--- src/rtl/stopwatch_lap_if.sv ---
// rtl/stopwatch_lap_if.sv - command pulse and display/status bundle for stopwatch_lap
//
// Command pulses (single cycle, from the button front end):
//   start_stop, lap, clear, view_toggle
// Display and status (combinational from the core's registers):
//   led_num0, led_num1 (6-bit LED numbers), led_dot, running, recall,
//   lap_count (0..2^LAP_AW), lap_full, overflow
// master: drives commands (front end / bench); slave: the stopwatch core.
interface stopwatch_lap_if #(
  parameter int LAP_AW = 3
);
  logic              start_stop;
  logic              lap;
  logic              clear;
  logic              view_toggle;
  logic [5:0]        led_num0;
  logic [5:0]        led_num1;
  logic              led_dot;
  logic              running;
  logic              recall;
  logic [LAP_AW:0]   lap_count;
  logic              lap_full;
  logic              overflow;

  modport master (
    output start_stop, lap, clear, view_toggle,
    input  led_num0, led_num1, led_dot, running, recall, lap_count, lap_full, overflow
  );

  modport slave (
    input  start_stop, lap, clear, view_toggle,
    output led_num0, led_num1, led_dot, running, recall, lap_count, lap_full, overflow
  );
endinterface

--- src/rtl/stopwatch_lap.sv ---
// rtl/stopwatch_lap.sv - MM:SS:CC stopwatch with tick prescaler, lap buffer and recall
//
// Ports:
//   clock - system clock
//   reset - asynchronous, active-high
//   sw    - stopwatch_lap_if.slave: command pulses in, LED numbers and status out
// Parameters: TICK_DIV clocks per centisecond, PRE_W prescaler width,
//   LAP_DEPTH lap entries (power of two), LAP_AW = log2(LAP_DEPTH).
module stopwatch_lap #(
  parameter int TICK_DIV  = 5000,
  parameter int PRE_W     = 13,
  parameter int LAP_DEPTH = 8,
  parameter int LAP_AW    = 3
) (
  input  logic           clock,
  input  logic           reset,
  stopwatch_lap_if.slave sw
);

  typedef enum logic [1:0] {IDLE, RUNNING, PAUSED, RECALL} state_t;

  localparam logic [PRE_W-1:0]  PRE_LAST = PRE_W'(TICK_DIV - 1);
  localparam logic [LAP_AW:0]   CNT_FULL = (LAP_AW + 1)'(LAP_DEPTH);

  state_t              state, state_next;
  logic [PRE_W-1:0]    pre;
  logic [6:0]          cs;
  logic [5:0]          sec;
  logic [5:0]          min_q;
  logic [LAP_AW:0]     lap_cnt;
  logic [LAP_AW-1:0]   ptr;
  logic                view_mm;
  logic                auto_done;
  logic                ovf;
  logic [18:0]         lap_mem [LAP_DEPTH];

  // Priority decode: clear > start_stop > lap > view_toggle.
  logic cmd_clear, cmd_ss, cmd_lap, cmd_view;
  always_comb begin
    cmd_clear = sw.clear;
    cmd_ss    = sw.start_stop & ~sw.clear;
    cmd_lap   = sw.lap & ~sw.start_stop & ~sw.clear;
    cmd_view  = sw.view_toggle & ~sw.lap & ~sw.start_stop & ~sw.clear;
  end

  logic tick, at_max, lap_is_full, ptr_wrap;
  assign tick        = (state == RUNNING) && (pre == PRE_LAST);
  assign at_max      = (cs == 7'd99) && (sec == 6'd59) && (min_q == 6'd59);
  assign lap_is_full = (lap_cnt == CNT_FULL);
  assign ptr_wrap    = ((LAP_AW + 1)'(ptr) + (LAP_AW + 1)'(1)) == lap_cnt;

  // Displayed source: a stored lap in RECALL, otherwise the live time.
  logic [18:0] src;
  logic [5:0]  src_min, src_sec;
  logic [6:0]  src_cs;
  logic        show_mm;
  assign src     = (state == RECALL) ? lap_mem[ptr] : {min_q, sec, cs};
  assign src_min = src[18:13];
  assign src_sec = src[12:7];
  assign src_cs  = src[6:0];
  // MM:SS is only shown while there are minutes to show; the stored bit is kept.
  assign show_mm = view_mm && (src_min != 6'd0);

  logic do_clear, do_capture, ptr_start, ptr_step;

  always_ff @(posedge clock or posedge reset) begin
    if (reset) state <= IDLE;
    else       state <= state_next;
  end

  always_comb begin
    state_next = state;
    do_clear   = 1'b0;
    do_capture = 1'b0;
    ptr_start  = 1'b0;
    ptr_step   = 1'b0;
    case (state)
      IDLE: begin
        if (cmd_clear)   do_clear = 1'b1;
        else if (cmd_ss) state_next = RUNNING;
      end
      RUNNING: begin
        // Reaching 59:59.99 stops the watch just like a start_stop.
        if (cmd_ss || (tick && at_max)) state_next = PAUSED;
        if (cmd_lap && !lap_is_full)    do_capture = 1'b1;
      end
      PAUSED: begin
        if (cmd_clear) begin
          do_clear   = 1'b1;
          state_next = IDLE;
        end else if (cmd_ss) begin
          if (!ovf) state_next = RUNNING;
        end else if (cmd_lap && (lap_cnt != '0)) begin
          ptr_start  = 1'b1;
          state_next = RECALL;
        end
      end
      RECALL: begin
        if (cmd_clear) begin
          do_clear   = 1'b1;
          state_next = IDLE;
        end else if (cmd_ss) begin
          state_next = PAUSED;
        end else if (cmd_lap) begin
          ptr_step = 1'b1;
        end
      end
      default: state_next = IDLE;
    endcase
  end

  always_ff @(posedge clock or posedge reset) begin
    if (reset) begin
      pre       <= '0;
      cs        <= '0;
      sec       <= '0;
      min_q     <= '0;
      lap_cnt   <= '0;
      ptr       <= '0;
      view_mm   <= 1'b0;
      auto_done <= 1'b0;
      ovf       <= 1'b0;
    end else if (do_clear) begin
      pre       <= '0;
      cs        <= '0;
      sec       <= '0;
      min_q     <= '0;
      lap_cnt   <= '0;
      ptr       <= '0;
      view_mm   <= 1'b0;
      auto_done <= 1'b0;
      ovf       <= 1'b0;
    end else begin
      if (state == RUNNING) pre <= tick ? '0 : pre + PRE_W'(1);
      if (cmd_view && (src_min != 6'd0)) view_mm <= ~view_mm;
      if (tick) begin
        if (at_max) begin
          ovf <= 1'b1;
        end else if (cs != 7'd99) begin
          cs <= cs + 7'd1;
        end else begin
          cs <= '0;
          if (sec != 6'd59) begin
            sec <= sec + 6'd1;
          end else begin
            sec   <= '0;
            min_q <= min_q + 6'd1;
            // First 0 -> 1 minute rollover switches to MM:SS once.
            if ((min_q == 6'd0) && !auto_done) begin
              view_mm   <= 1'b1;
              auto_done <= 1'b1;
            end
          end
        end
      end
      if (do_capture) lap_cnt <= lap_cnt + (LAP_AW + 1)'(1);
      if (ptr_start)     ptr <= '0;
      else if (ptr_step) ptr <= ptr_wrap ? '0 : ptr + LAP_AW'(1);
    end
  end

  // Captures the pre-increment time when a tick lands in the same cycle.
  always_ff @(posedge clock) begin
    if (do_capture) lap_mem[lap_cnt[LAP_AW-1:0]] <= {min_q, sec, cs};
  end

  assign sw.led_num0  = show_mm ? src_min : src_sec;
  // Centiseconds above 63 do not fit the 6-bit driver; the low bits are shown.
  assign sw.led_num1  = show_mm ? src_sec : 6'(src_cs);
  assign sw.led_dot   = (src_min != 6'd0);
  assign sw.running   = (state == RUNNING);
  assign sw.recall    = (state == RECALL);
  assign sw.lap_count = lap_cnt;
  assign sw.lap_full  = lap_is_full;
  assign sw.overflow  = ovf;

endmodule
--- src/flat_wrapper.sv ---
// flat-port wrapper written by rule: the top's interface ports become plain ports
module stopwatch_lap_flat 
#(
  parameter int TICK_DIV  = 5000,
  parameter int PRE_W     = 13,
  parameter int LAP_DEPTH = 8,
  parameter int LAP_AW    = 3
)
  (clock, reset, sw_start_stop, sw_lap, sw_clear, sw_view_toggle, sw_led_num0, sw_led_num1, sw_led_dot, sw_running, sw_recall, sw_lap_count, sw_lap_full, sw_overflow);
  stopwatch_lap_if #(.LAP_AW(LAP_AW)) sw_i ();
  input  logic clock;
  input  logic reset;
  input wire logic [$bits(sw_i.start_stop)-1:0] sw_start_stop;
  input wire logic [$bits(sw_i.lap)-1:0] sw_lap;
  input wire logic [$bits(sw_i.clear)-1:0] sw_clear;
  input wire logic [$bits(sw_i.view_toggle)-1:0] sw_view_toggle;
  output wire logic [$bits(sw_i.led_num0)-1:0] sw_led_num0;
  output wire logic [$bits(sw_i.led_num1)-1:0] sw_led_num1;
  output wire logic [$bits(sw_i.led_dot)-1:0] sw_led_dot;
  output wire logic [$bits(sw_i.running)-1:0] sw_running;
  output wire logic [$bits(sw_i.recall)-1:0] sw_recall;
  output wire logic [$bits(sw_i.lap_count)-1:0] sw_lap_count;
  output wire logic [$bits(sw_i.lap_full)-1:0] sw_lap_full;
  output wire logic [$bits(sw_i.overflow)-1:0] sw_overflow;
  assign sw_i.start_stop = sw_start_stop;
  assign sw_i.lap = sw_lap;
  assign sw_i.clear = sw_clear;
  assign sw_i.view_toggle = sw_view_toggle;
  assign sw_led_num0 = sw_i.led_num0;
  assign sw_led_num1 = sw_i.led_num1;
  assign sw_led_dot = sw_i.led_dot;
  assign sw_running = sw_i.running;
  assign sw_recall = sw_i.recall;
  assign sw_lap_count = sw_i.lap_count;
  assign sw_lap_full = sw_i.lap_full;
  assign sw_overflow = sw_i.overflow;
  stopwatch_lap #(.TICK_DIV(TICK_DIV), .PRE_W(PRE_W), .LAP_DEPTH(LAP_DEPTH), .LAP_AW(LAP_AW)) u_core (.clock(clock), .reset(reset), .sw(sw_i));
endmodule
--- config.mk ---
export PLATFORM = sky130hd
export DESIGN_NAME = stopwatch_lap_flat
export DESIGN_NICKNAME = d
export VERILOG_FILES = /design/src/rtl/stopwatch_lap_if.sv /design/src/rtl/stopwatch_lap.sv /design/src/flat_wrapper.sv
export SDC_FILE = /design/constraint.sdc
export NUM_CORES = 1
export LEC_CHECK = 0
export CAP_MARGIN = 10
export CORE_ASPECT_RATIO = 0.5
export CORE_MARGIN = 3
export CORE_UTILIZATION = 56
export DETAILED_ROUTE_END_ITERATION = 10
export DONT_BUFFER_PORTS = 1
export PLACE_DENSITY_LB_ADDON = 0.25
export SLEW_MARGIN = 40
export SYNTH_ARGS = -nofsm -noshare
export SYNTH_HDL_FRONTEND = slang
export SYNTH_SLANG_ARGS = --single-unit
export TNS_END_PERCENT = 5
--- constraint.sdc ---
create_clock -name clock -period 4.05 [get_ports clock]
set_input_delay 0.81 -clock clock [delete_from_list [all_inputs] [get_ports clock]]
set_output_delay 0.81 -clock clock [all_outputs]
set_load 0.03 [all_outputs]
Yosys cells after proc, flatten, opt, wreduce, memory -nomap -nowiden
Memory sizes are Yosys's and may differ from the RTL's.
Index checks and enable logic that the tools add are counted.
W data, S select, Z words.
{ "totals": {"reg_bits": 44, "ram_bits": 152, "input_bits": 6, "n_memories": 1} }
{ "op_classes": {"n_addsub": 7, "eq_ne": 20, "muxes": 66, "n_bitwise": 10, "reduce_logical": 29} }
{ "memory_table": {"columns": ["name", "words", "width", "rd", "rd_ports_with_merged_regs", "wr", "line_no", "source"], "rows": [
  ["u_core.lap_mem", 8, 19, 1, 0, 1, "stopwatch_lap.sv:35", "logic [18:0] lap_mem [LAP_DEPTH];"]
]} }
{ "ops": {"columns": ["op", "count"], "rows": [
  ["$mux W6", 12],
  ["$mux W13", 3],
  ["$mux W1", 30],
  ["$mux W7", 4],
  ["$mux W19", 1],
  ["$mux W2", 9],
  ["$add A13 B1 Y13 const B", 1],
  ["$eq A13 B13 Y1 const B", 1],
  ["$add A6 B1 Y6 const B", 2],
  ["$eq A6 B6 Y1 const B", 2],
  ["$mux W3", 4],
  ["$reduce_bool A2 Y1", 5],
  ["$logic_and A1 B1 Y1", 9],
  ["$mux W4", 2],
  ["$ne A2 B1 Y1 const B", 4],
  ["$pmux W2 S4", 1],
  ["$add A7 B1 Y7 const B", 1],
  ["$eq A7 B7 Y1 const B", 1],
  ["$ne A7 B7 Y1 const B", 1],
  ["$and A1 B1 Y1", 6],
  ["$logic_not A6 Y1", 1],
  ["$ne A6 B6 Y1 const B", 1],
  ["$reduce_and A6 Y1", 1],
  ["$reduce_bool A6 Y1", 1],
  ["other kinds (22)", 29]
]} }

Longest topological paths before layout
Gate-level depths: netlist of run 1.
{ "depth": {"word_depth": 12, "mapped_depth": 9, "mapped_depth_nobuf": 8} }

Least setup slack after synthesis of run 1
No wires, ideal clock.
{ "synth_timing": {"path_type": "register to register", "start": "register u_core.state[1]", "end": "memory u_core.lap_mem[4][0] (enable)", "arrival_ps": 3170, "path_slack_ps": 441, "stages_incl_launch_ff": 6, "cell_sequence": "dfrtp_1 > nand2b_1 > inv_2 > clkbuf_1 > nand3_1 > nor4_1"} }
{ "synth_between": {"elab_chain_cells": 4} }
{ "synth_rtl": {"columns": ["item", "line_no", "source"], "rows": [
  ["start: declaration", "stopwatch_lap.sv:25", "state_t state, state_next;"],
  ["start signal: assignment", "stopwatch_lap.sv:68", "else state <= state_next;"],
  ["$eq A2 B1 Y1", null, null],
  ["via sw_running", "flat_wrapper.sv:20", "output wire logic [$bits(sw_i.running)-1:0] sw_running;"],
  ["$mux W1", "stopwatch_lap.sv:77", "case (state)"],
  ["$mux W1", "stopwatch_lap.sv:164", "if (do_capture) lap_mem[lap_cnt[LAP_AW-1:0]] <= {min_q, sec, cs};"],
  ["$mux W1 (implied by the code)", "stopwatch_lap.sv:164", null],
  ["end: declaration", "stopwatch_lap.sv:35", null]
]} }
The timed path passes the listed nets, and every way through them passes these cells.

Final worst setup path of run 1
{ "layout_timing": {"start": "register u_core.ptr[0]", "end": "output port sw_led_num1[4]"} }
{ "layout_between": {"elab_chain_cells": 5} }
{ "layout_rtl": {"columns": ["item", "line_no", "source"], "rows": [
  ["start: declaration", "stopwatch_lap.sv:31", "logic [LAP_AW-1:0] ptr;"],
  ["start signal: assignment", "stopwatch_lap.sv:158", "else if (ptr_step) ptr <= ptr_wrap ? '0 : ptr + LAP_AW'(1);"],
  ["$mem_v2 Z8 W19 (*)", null, null],
  ["$mux W19 (*)", "stopwatch_lap.sv:57", "assign src = (state == RECALL) ? lap_mem[ptr] : {min_q, sec, cs};"],
  ["$reduce_bool A6 Y1", "stopwatch_lap.sv:62", "assign show_mm = view_mm && (src_min != 6'd0);"],
  ["$logic_and A1 B1 Y1", "stopwatch_lap.sv:62", null],
  ["$mux W6 (*)", "stopwatch_lap.sv:169", "assign sw.led_num1 = show_mm ? src_sec : 6'(src_cs);"],
  ["end: declaration", "flat_wrapper.sv:18", "output wire logic [$bits(sw_i.led_num1)-1:0] sw_led_num1;"]
]} }
Mark *: on every way between the ends. The rest lies on a longest branch, timed or not.

==> results of run 1 <==
==> path summary, 6_finish.rpt <==
check / depth (start not counted) / end / start / slack (ps)
setup / recovery: 7 / sw_led_num1[4] / u_core.ptr[0]$_DFFE_PP0P_ / 160
hold / removal: 1 / u_core.pre[10]$_DFFE_PP0P_ / reset / 330
setup reg to reg: 7 / u_core.lap_mem[2][10]$_DFFE_PP_ / u_core.sw.lap_count[0]$_DFFE_PP0P_ / 1190
hold reg to reg: 2 / u_core.auto_done$_DFFE_PP0P_ / u_core.auto_done$_DFFE_PP0P_ / 490
max in group asynchronous: 2 / u_core.ptr[0]$_DFFE_PP0P_ / reset / 3120
min in group clock: 1 / u_core.state[0]$_DFFE_PP0P_ / sw_clear / 490
==> area by class of cell <==
cell class | count | share of cell area
Tap cell | 192 | 0.0259
Inverter | 16 | 0.00661
Sequential cell | 188 | 0.586
Clock inverter | 12 | 0.0105
Multi-Input combinational cell | 334 | 0.300
Clock buffer | 20 | 0.0494
Timing Repair Buffer | 27 | 0.0223
==> power by group <==
part | total, mW | switching, mW | internal (mW) | leakage, nW
clock | 1.58 | 0.741 | 0.839 | 0.271
combinational | 0.457 | 0.296 | 0.161 | 1.11
sequential | 2.25 | 0.100 | 2.15 | 1.95
==> state kept, by name, summed over array words and instances, names as in the netlist, 2 cells and up <==
register / flops
u_core.min_q: 6
u_core.cs: 7
u_core.ptr: 3
u_core.state: 2
u_core.lap_mem: 144
u_core.pre: 13
u_core.sw.lap_count: 4
u_core.sec: 6
==> stage by stage <==
step                      setup slack [ps]  hold WS (ps)  area [um^2]
final                                  159           330         9270
after global routing                  12.8           355         9270
after CTS                              120           433         9260
after detailed placement               450           481         8700
after global placement                 430           474         8700
after floorplan                        441           455         8350
==> metal layers <==
layer | vias to the layer above | wire length [um] | GRT usage
met4 | 0 | 234 | 0.0622
met1 | 2505 | 7590 | 0.333
met2 | 202 | 8210 | 0.350
met3 | 25 | 1410 | 0.0598
li1 | 2222 | - | -
met5 | - | 0 | 0
==> cells in the mapped netlist (all sizes together), types with 5 or more instances <==
master,count
nand4,7
nand3,9
o31ai,5
xor2,13
a2bb2oi,6
nor2,55
mux4,30
xnor2,7
mux2i,19
ha,8
edfxtp,144
nor3,7
nand2,29
mux2,12
inv,15
o221ai,6
and3,12
o22ai,6
dfrtp,44
buf,11
clkbuf,12
o21ai,32
a21oi,20
==> worst register-to-register path, stage by stage, from the launching register on <==
cell,delay (ps)
dfrtp_1,690
inv_1,200
ha_1,250
and3b_1,300
nand3b_1,380
nor2_1,190
and3_1,170
buf_4,330
==> cells by family after synthesis <==
| group | share of synthesized area |
|---|---|
| AOI/OAI and AO/OA | 0.0800 |
| xor gates and xnor gates | 0.0210 |
| adders and majority gates | 0.0120 |
| buffers and inverters | 0.0222 |
| DFF | 0.650 |
| muxes | 0.123 |
| and+or+nand+nor | 0.0918 |
==> cell usage in the layout, fill, tap and decap left out, types with 6 or more instances in the layout <==
cell       netlist  routed
xor2_1          13      13
a2bb2oi_2        6       6
mux2i_1         19      19
buf_4            3      26
o22ai_1          6       6
nand4_1          6       6
inv_1           14      13
ha_1             8       8
a21oi_1         20      20
o221ai_1         6       6
dfrtp_1         44      43
and3_1          12      12
nor2_1          55      52
mux2_4           8       8
edfxtp_1       144     144
o21ai_1          6       6
o21ai_0         25      25
mux4_2          30      30
clkbuf_16        0      18
nand2_1         28      28
nand3_1          9       9
xnor2_1          7       7
==> metrics.txt, run 1 <==
GPL Wtd Cong 0.851; WP buf/inv 1; TritonCTS clock tree done; DR vias 4954; Area Overhead vs Synth 11.0%; clock transition at the registers of the reported paths 70 ps; TNS Setup 0 ps; Worst VDD drop 0.264 mV; Post-synth EDFFs 144; Chip Height 92.4 um; die width 179 um; initial antenna violation count 0; WL/cell 22.1 um; nets 598; dpl cells 757; dpl hpwl 10.9 mm; max frequency 257 MHz; post-synth cell types 70; global-route wire length before repair 27.9 mm; antenna-violating nets left 0; CP top delay family multiplexers; crit-path max FO 19; Syn. warnings 0; slowest CP cell dfrtp_4; Largest stage delay, worst path 650 ps; critical path startpoint category register; CTS H-tree lvls 4; top-level port count 27; nature of the critical path endpoint output port; Iter 0 DRT Violations 535; die area 16500 um^2; cts hold-fix bufs 0; sequential cell area 5430 um^2; cts bufs inserted 17; footprint of the multi-input gates 2780 um^2; period utilization 0.961; CTS sink count 188; Syn Inst Count 561; Synth Net Count 575; RSZ-0062 raised after global routing no; crit path kind register to output port; Pins Over Slew Limit 0; vias in the first global route 4861; Vias/cell 6.28; synth top area cells edfxtp_1, dfrtp_1, mux4_2; Core ar. 14000 um^2; Post-CTS Setup Inserts 0; cell taking the most area after synthesis edfxtp_1; number of fill cells 980; later-pin clock latency in the skew report 430 ps; Yosys reg bits 188; top cell type's share of synthesized area 0.518; clock skew 13.9 ps; Hold WC Path Type input pin to asynchronous set/reset pin; Routed Wire Length 17.4 mm; Slew HR 0.486; cells resized by post-CTS repair 2; Tot Pwr 4.29 mW; final design utilization 0.660; Synth Flop Type edfxtp_1; Worst Tran Pin Value 765 ps; 1st-pass router iterations 5; total grt overflow 0; fin cells 789; global-route usage over all layers 0.230; Power Dens Cells 462 nW/um^2; diode count 0; status completed; CP cell instances mux4_2 > nor2_1 > a2bb2oi_2 > nand4_4 > o21ai_4 > mux2i_1 > buf_4; setup violators final 0; critical path arrival 3080 ps; Max Cap Viol 0; CP Data Required Time 3240 ps; Initial Util 0.595; sequential share of the synthesized area 0.650; share of layout cells above drive strength 1 0.208; row cnt 30; final hold vios 0; Root Driver clkbuf_16; synthesized area per cell 14.9 um^2; asr flop ratio synth 0.234; DRC viols 0; clk buf depth 2; P_leak 3.34 nW; largest net degree at the start of global routing 37; Mapped Area 8350 um^2; IO Port Bufs 0; post-layout min period 3890 ps
Note: power is estimated with default switching activity, not from simulation.
==> inputs of run 2 (changes only) <==
- CAP_MARGIN: 10 -> not set
- PLACE_DENSITY_LB_ADDON: 0.25 -> 0.05
==> run 2 against run 1 <==
Count of clock-buffer cells in the layout is 2 lower; non-clock buffer count rose by 9; sequential cell count did not move; critical path depth up 2; design area increased by 0.92%; setup slack gained 57 ps; clock power is essentially flat; combinational power rose by 4.8%; register-to-register slack got worse by 30 ps; total power rose by 0.53%; sequential share of layout area fell by 0.53 points; highest routed layer unchanged.
==> metrics.txt, run 2 (synthesized netlist as in run 1, its figures left out) <==
fin cells 798; combinational share of power 0.111; final hold vios 0; share of layout cells above drive strength 1 0.223; critical path startpoint category register; Chip Height 92.4 um; global-route usage over all layers 0.233; most frequent cells in the layout edfxtp_1, nor2_1, dfrtp_1; Power Dens Cells 461 nW/um^2; number of fill cells 1018; Core ar. 14000 um^2; crit path kind register to output port; Worst VDD drop 0.232 mV; clock skew 14.2 ps; CTS sink count 188; cts bufs inserted 17; status completed; nets 607; Max Cap Viol 0; reg2reg end u_core.lap_mem[0][7]$_DFFE_PP_; GPL Wtd Cong 0.800; Largest register FFs 144; Initial Util 0.595; total grt overflow 0; Iter 0 DRT Violations 556; largest net degree at the start of global routing 45; FF-to-FF path depth 7; crit-path max FO 14; Slew HR 0.503; sequential cell area 5430 um^2; die area 16500 um^2; P_leak 3.39 nW; 1st-pass router iterations 7; initial antenna violation count 0; max frequency 261 MHz; Vias/cell 6.22; footprint of the multi-input gates 2780 um^2; die width 179 um; FF-to-FF Start u_core.sw.lap_count[0]$_DFFE_PP0P_; Worst Tran Pin Value 741 ps; most common cell after layout, fill and taps aside edfxtp_1; Area Overhead vs Synth 12.0%; top-level port count 27; TritonCTS clock tree done; global-route wire length before repair 28.5 mm; DRC viols 0; Net Sw Power 1.18 mW; vias in the first global route 4863; Routed Wire Length 17.8 mm; switch share 0.273; nature of the critical path endpoint output port; IO Port Bufs 0; TNS Setup 0 ps; clock transition at the registers of the reported paths 80 ps; Root Driver clkbuf_16; Clock power frac 0.368; Reg2Reg Setup Slack 1160 ps; dpl hpwl 11.2 mm; setup violators final 0; DR vias 4962; Hold WC Path Type input pin to asynchronous set/reset pin; Pins Over Slew Limit 0; period utilization 0.947; WL/cell 22.3 um; later-pin clock latency in the skew report 430 ps; CP Data Required Time 3240 ps; RSZ-0062 raised after global routing no; cts hold-fix bufs 0; clk buf depth 2; CTS H-tree lvls 4; post-layout min period 3830 ps; Seq pwr share 0.521; Pint 3.13 mW; dpl cells 760; diode count 0; row cnt 30; antenna-violating nets left 0; critical path arrival 3020 ps
==> run 2: changes by cell type in the layout (fill, tap and decap cells not counted) <==
cell / before / now
inv_6: 5 / 2
buf_4: 26 / 34
nor2_2: 2 / 3
clkinv_4: 1 / 4
nor4b_2: 0 / 1
nor2_4: 1 / 0
clkbuf_16: 18 / 17
nor4b_1: 2 / 1
buf_12: 0 / 1
clkbuf_1: 2 / 1
inv_4: 3 / 1
inv_8: 1 / 5
==> run 2: power by group through the flow <==
stage               registers, mW  clock network, mW  logic [mW]
floorplan                    2.25                  0       0.346
global placement             2.29                  0       0.461
detailed placement           2.29                  0       0.467
CTS                          2.25               1.61       0.469
global route                 2.26               1.70       0.530
finish                       2.25               1.58       0.479
==> run 2: how the worst max path moves through the flow <==
stage / from / endpoint / slack (ps)
after global placement: u_core.ptr[0]$_DFFE_PP0P_ / sw_led_num0[4] / 320
after global routing: u_core.ptr[1]$_DFFE_PP0P_ / sw_led_num1[3] / 70
final: u_core.ptr[0]$_DFFE_PP0P_ / sw_led_num1[3] / 220
after detailed placement: u_core.ptr[0]$_DFFE_PP0P_ / sw_led_num0[4] / 320
after floorplan: u_core.state[1]$_DFFE_PP0P_ / u_core.lap_mem[4][0]$_DFFE_PP_ / 440
after CTS: u_core.ptr[0]$_DFFE_PP0P_ / sw_led_num0[4] / 110
==> run 2: area by class of cell <==
cell class,count,share of cell area
clock buffers,18,0.0459
flip-flops and latches,188,0.580
repair buffers,36,0.0306
well taps,192,0.0257
clock inverters,14,0.0138
multi-input cells,334,0.297
inverters,16,0.00669
==> run 2: timing repair <==
item	4_1_cts	5_1_grt
buffers inserted	0	6
endpoints found under the setup margin	7	1
gates cloned	0	0
pin swaps	0	0
gates resized for setup	2	0
==> run 2: stage by stage <==
| step | setup slack, ps | hold WS, ps | util | instance area [um^2] | total power [mW] |
|---|---|---|---|---|---|
| 2_1_floorplan | 441 | 455 | - | 8350 | 2.60 |
| 3_3_place_gp | 323 | 482 | 0.621 | 8720 | 2.75 |
| 3_5_place_dp | 317 | 485 | 0.622 | 8730 | 2.76 |
| 4_1_cts | 112 | 327 | 0.662 | 9300 | 4.33 |
| 5_1_grt | 72.5 | 335 | 0.666 | 9350 | 4.49 |
| 6_report | 216 | 308 | 0.666 | 9350 | 4.31 |
==> run 2: routing by layer <==
metal,up-vias,global-route usage,share of wire
met5,-,0,0
met4,0,0.0635,0.0095
met3,21,0.0512,0.067
met2,170,0.342,0.46
met1,2531,0.357,0.46
li1,2240,-,-
==> run 2: critical path, stage by stage, from the launching register on <==
cell and delay [ps]:
dfrtp_4 510, buf_12 170, buf_4 140, mux2_4 290, o221ai_1 230, a2bb2oi_2 240
nand4_4 200, o21ai_4 350, mux2i_1 270, buf_4 190
